===== src/rtl/seqsum_frame.sv =====
// seqsum_frame
//   Adds operand pairs a+b and accumulates them over a frame of accepted beats.
//   A frame closes on in_last or when MAX_BEATS beats have been summed. One
//   result per frame is presented on a valid/ready output port and held stable
//   until the consumer takes it.
//
// Parameters
//   DW        operand width (a, b), unsigned
//   ACC_EXT   extra accumulator bits; AW = DW + ACC_EXT
//   MAX_BEATS beat cap per frame (>= 1); CW = $clog2(MAX_BEATS + 1)
//   SAT       0: accumulator wraps mod 2^AW, 1: clamps at 2^AW-1
//
// Ports
//   clk       clock, rising edge
//   rst       synchronous reset, active-high
//   in_valid  operand beat valid
//   in_ready  block can accept a beat (low while holding a result or in reset)
//   a, b      operands (DW bits each)
//   in_last   final beat of the frame, qualified by in_valid & in_ready
//   y_valid   frame result valid
//   y_ready   consumer accepts the result
//   y         frame sum (AW bits)
//   y_beats   number of beats summed into y (CW bits)
//   y_ovf     accumulator wrapped or clamped during this frame
//   y_trunc   frame was closed by the MAX_BEATS cap rather than in_last

module seqsum_frame #(
  parameter int DW        = 32,
  parameter int ACC_EXT   = 8,
  parameter int MAX_BEATS = 256,
  parameter int SAT       = 0,
  localparam int AW       = DW + ACC_EXT,
  localparam int CW       = $clog2(MAX_BEATS + 1)
) (
  input  logic          clk,
  input  logic          rst,
  input  logic          in_valid,
  output logic          in_ready,
  input  logic [DW-1:0] a,
  input  logic [DW-1:0] b,
  input  logic          in_last,
  output logic          y_valid,
  input  logic          y_ready,
  output logic [AW-1:0] y,
  output logic [CW-1:0] y_beats,
  output logic          y_ovf,
  output logic          y_trunc
);

  typedef enum logic [1:0] {
    IDLE = 2'd0,
    ACC  = 2'd1,
    HOLD = 2'd2
  } state_t;

  state_t        state;
  logic [AW-1:0] acc;
  logic [CW-1:0] cnt;
  logic          ovf;

  logic          beat;
  logic [AW+1:0] base;
  logic [AW+1:0] sum;
  logic          sum_ovf;
  logic [AW-1:0] acc_next;
  logic [CW-1:0] cnt_next;
  logic          ovf_next;
  logic          close;

  // Ready depends only on state and reset so the source never sees a
  // combinational path from its own valid back to ready.
  assign in_ready = ~rst & (state != HOLD);
  assign beat     = in_valid & in_ready;

  // Next accumulator value for an accepted beat. The first beat of a frame
  // starts from zero; the sum is formed two bits wider than the accumulator
  // so that acc + a + b can never lose a carry before overflow is judged.
  always_comb begin
    base     = (state == ACC) ? {2'b00, acc} : '0;
    sum      = base + {{(AW + 2 - DW){1'b0}}, a} + {{(AW + 2 - DW){1'b0}}, b};
    sum_ovf  = |sum[AW+1:AW];
    if (sum_ovf && (SAT != 0)) begin
      acc_next = '1;
    end else begin
      acc_next = sum[AW-1:0];
    end
    cnt_next = (state == ACC) ? cnt + CW'(1) : CW'(1);
    ovf_next = ((state == ACC) & ovf) | sum_ovf;
    close    = in_last | (cnt_next == CW'(MAX_BEATS));
  end

  // Frame FSM. The closing beat loads the result registers on the same edge
  // that enters HOLD, so y_valid rises right after the last beat is accepted.
  // The running accumulator is cleared at that point; the next frame always
  // starts from zero regardless of how the previous one ended.
  always_ff @(posedge clk) begin
    if (rst) begin
      state   <= IDLE;
      acc     <= '0;
      cnt     <= '0;
      ovf     <= 1'b0;
      y_valid <= 1'b0;
      y       <= '0;
      y_beats <= '0;
      y_ovf   <= 1'b0;
      y_trunc <= 1'b0;
    end else begin
      case (state)
        IDLE, ACC: begin
          if (beat) begin
            if (close) begin
              state   <= HOLD;
              acc     <= '0;
              cnt     <= '0;
              ovf     <= 1'b0;
              y       <= acc_next;
              y_beats <= cnt_next;
              y_ovf   <= ovf_next;
              y_trunc <= ~in_last;
              y_valid <= 1'b1;
            end else begin
              state <= ACC;
              acc   <= acc_next;
              cnt   <= cnt_next;
              ovf   <= ovf_next;
            end
          end
        end
        HOLD: begin
          // y and its side-band flags keep their values after the handshake.
          if (y_ready) begin
            state   <= IDLE;
            y_valid <= 1'b0;
          end
        end
        default: begin
          state <= IDLE;
        end
      endcase
    end
  end

endmodule

===== config.mk =====
export PLATFORM = sky130hd
export DESIGN_NAME = seqsum_frame
export DESIGN_NICKNAME = d
export VERILOG_FILES = /design/src/rtl/seqsum_frame.sv
export SDC_FILE = /design/constraint.sdc
export NUM_CORES = 1
export LEC_CHECK = 0
export CAP_MARGIN = 20
export CORE_MARGIN = 4
export CORE_UTILIZATION = 30
export DETAILED_ROUTE_END_ITERATION = 8
export DONT_BUFFER_PORTS = 1
export SLEW_MARGIN = 20
export SYNTH_ARGS = -nofsm -noshare
export SYNTH_HDL_FRONTEND = slang
export SYNTH_SLANG_ARGS = --single-unit

===== constraint.sdc =====
create_clock -name clk -period 4.6 [get_ports clk]
set_input_delay 0.46 -clock clk [delete_from_list [all_inputs] [get_ports clk]]
set_output_delay 0.46 -clock clk [all_outputs]
set_load 0.01 [all_outputs]

==> results.cfg <==
[status]
outcome = complete, no violations

[power]
pwr-share-clk_pct = 33.8
internal-power_uw = 1600
swShare_pct = 31.7
power_switching_uw = 739
ir_drop_v = 0.000146
p_leak_uw = 0.00275
powerDensity_nw_per_um2 = 309
seqPwrFrac_pct = 41.9
pwr-share-comb_pct = 24.3
p_total_uw = 2340

[finish]
drive_gt1_share_pct = 5.11
final_area_um2 = 7560
antenna_cells = 0
area_growth_pct = 7.13
fin_nets = 954

[worst_setup_path]
cp_max_fo = 33
critPathArrivalTime_ps = 4450
critPathMaxStageDelay_ps = 480
r2r_start = state[0]$_SDFFE_PP0P_
path_class = flop to flop
critPathRequiredTime_ps = 4890
r2r_cells = 13
cp_slowest_cell = or4_1
crit_family = simple AND/OR/NAND/NOR gates
regToRegSetupSlack_ps = 440
path_cells = nor2b_4 -> buf_12 -> and2_1 -> fa_1 -> ha_1 -> nand4_1 -> nor4_1 -> nand2_1 -> o21ai_0 -> or3_1 -> a21boi_2 -> or4_1 -> a31oi_1
critPathLaunchType = flop
setup.worst_path.end_class = flop
timing.rr.end = acc[34]$_SDFFE_PP0P_
crit_buf_inv = 1

[clock_network]
clockRootBuffer = clkbuf_16
cts_max_path_buffers = 2
cts_max_level = 3
cts_hold_buf = 0
cts.repair.resized = 0
clk_pin_slew_ps = 80
clk_latency_ps = 360
cts_setup_buffers = 0
cts_inserted_buffers = 9
cts_tree = yes
cts.sinks = 104

[grt]
gr-usage-all-layers_pct = 15.0
grt_overflow = 0
antenna_found_initial = 0
grt_pass1_wl_um = 31900
grt_pass1_vias = 5757
grt_max_degree = 100

[yosys]
synth-edff-count = 0
syn_nets = 992
ys_ff_latch = 104
mappedNetlistArea_um2 = 7060
synthFlopType = dfxtp_1
syn_inst = 857
avgSynthCellArea_um2 = 8.23
seq_area_frac_synth_pct = 29.5
synth.distinct_cells = 72
yosysWarnings = 0
postSynth.asyncResetShare_pct = 0

[timing]
relSlewSlack_pct = 35.8
finalCritPeriodShare_pct = 90.4
fin_tns_setup_ps = 0
rsz0062_at_grt = false
clock_skew_ps = 10.8
min_period_ps = 4160
fin_ws_ps = 440
hold_violations = 0
maxSlewViolCount = 0
fmax_mhz = 240
setup_viol = 0
tightest_slew_ps = 960

[placed_design]
portBuffers = 0
gp_congestion = 0.840
dpl_cell_area_um2 = 7270
pre_cts_ws_ps = 477
dp_hpwl_um = 14900

[detailed_routing]
drc_errors = 0
drt_iter0_drc = 403
ant_nets = 0
totalWireLength_um = 19800
drt_pass1_iterations = 5
vias_per_cell = 5.19
vias = 5895
detail_route.wl_per_cell_um = 17.5

[min_path]
hp-start = rst
hold_path.class = primary input to flop
hold-path-endpoint = y_beats[1]$_SDFFE_PP0P_
hold_path_depth = 1

[floorplanning]
io-pin-count = 122
dieArea_um2 = 26000
placementRows = 55
start_util_pct = 30.8
die_x_um = 161
core_area_um2 = 22900
die_h_um = 161

[run]
maxCapViolCount = 0
==> worst max path at each step <==
stage | start | to | slack [ps] | cells past startpoint
CTS | state[0]$_SDFFE_PP0P_ | acc[34]$_SDFFE_PP0P_ | 430 | 13
floorplan | state[0]$_SDFFE_PP0P_ | acc[35]$_SDFFE_PP0P_ | 480 | 18
global placement | state[0]$_SDFFE_PP0P_ | acc[34]$_SDFFE_PP0P_ | 490 | 13
global route | state[0]$_SDFFE_PP0P_ | y_ovf$_SDFFE_PP0P_ | 60 | 13
detailed placement | state[0]$_SDFFE_PP0P_ | acc[34]$_SDFFE_PP0P_ | 480 | 13
finish | state[0]$_SDFFE_PP0P_ | acc[34]$_SDFFE_PP0P_ | 440 | 13
==> cells in the final DEF, fill, tap and decap left out, types with 11 or more instances in the layout <==
cell / n
nand3b_1: 16
nor2_1: 62
xnor2_1: 26
and2_1: 35
a21o_1: 18
dfxtp_1: 104
nor3_1: 13
nand2_1: 117
nand4_1: 14
o21ai_0: 31
xor2_1: 11
ha_1: 33
fa_1: 33
a21oi_1: 91
a22oi_1: 14
nand3_1: 31
inv_1: 18
==> cells in the mapped netlist, types with 2 or more instances <==
cell      count  area, um2
ha_1         33        413
o31ai_1       2       15.0
a31oi_1       9       56.3
a211oi_1      5       37.5
nand2b_1      6       37.5
o221ai_1      7       61.3
inv_1        18       67.6
and2_1       35        219
o211ai_1      7       52.6
a311oi_1      3       26.3
a21oi_1      91        455
dfxtp_1     104       2080
nor2_1       62        233
xor2_1       11       96.3
clkbuf_1     39        146
nor3_1       13       65.1
o21ai_1       2       10.0
buf_6         5       56.3
a41oi_1       2       17.5
a211o_1       4       35.0
and3_1        6       37.5
nand4b_1      2       17.5
or4_1         3       22.5
nand3b_1     16        120
or3b_1        2       17.5
a22oi_1      14        105
nand4_1      14       87.6
nor2b_1       4       25.0
nand3_1      31        155
a22o_1        8       70.1
nor3b_1       4       30.0
a21o_1       18        135
xnor2_1      26        228
buf_2        14       70.1
a21boi_0      2       15.0
a21oi_2       2       17.5
o21ai_0      31        155
o21bai_1      8       60.1
nand2_1     117        439
o21a_1        4       30.0
fa_1         33        661
or3_1        10       62.6
==> flip-flops by register name, indices dropped and copies added, names as in the netlist <==
name and flops:
ovf 1, acc 40, y_ovf 1, y_valid 1, y 40, y_trunc 1
state 2, cnt 9, y_beats 9
==> metrics by stage <==
step | std cells | hold WS, ps | util (%)
5_1_grt | 1135 | 161 | 33.0
6_report | 1135 | 178 | 33.0
4_1_cts | 1135 | 161 | 33.0
3_3_place_gp | 1121 | 426 | 31.7
3_5_place_dp | 1121 | 433 | 31.7
2_1_floorplan | 857 | 417 | -
==> metal layers <==
| layer | GRT usage, % | vias up | share of wire, % |
|---|---|---|---|
| met4 | 3.92 | 0 | 1.3 |
| met1 | 20.6 | 2781 | 47 |
| li1 | - | 2937 | - |
| met2 | 23.3 | 158 | 45 |
| met3 | 4.24 | 19 | 7.4 |
| met5 | 0 | - | 0 |
==> power groups by stage <==
stage	Clock (uW)	Sequential, uW	Combinational, uW
after floorplan	0	990	451
after global routing	847	985	635
after CTS	815	980	568
after detailed placement	0	1000	563
final	789	978	568
after global placement	0	1000	563
==> final cells by class <==
type                            count  area (um2)
Sequential cell                   104        2080
Clock buffer                       10         239
Multi-Input combinational cell    675        4630
Tap cell                          313         392
Timing Repair Buffer               11        95.1
Inverter                           18        67.6
Fill cell                        2388       15400
Clock inverter                      4        53.8
==> kinds of logic after synthesis <==
kind of cell	synth area share, %
simple gates	23.5
compound gates	22.1
flops	29.5
buf+inv	4.98
fa+ha+maj	15.2
xor+xnor	4.59
mux	0.142
Note: power is estimated with default switching activity, not from simulation.
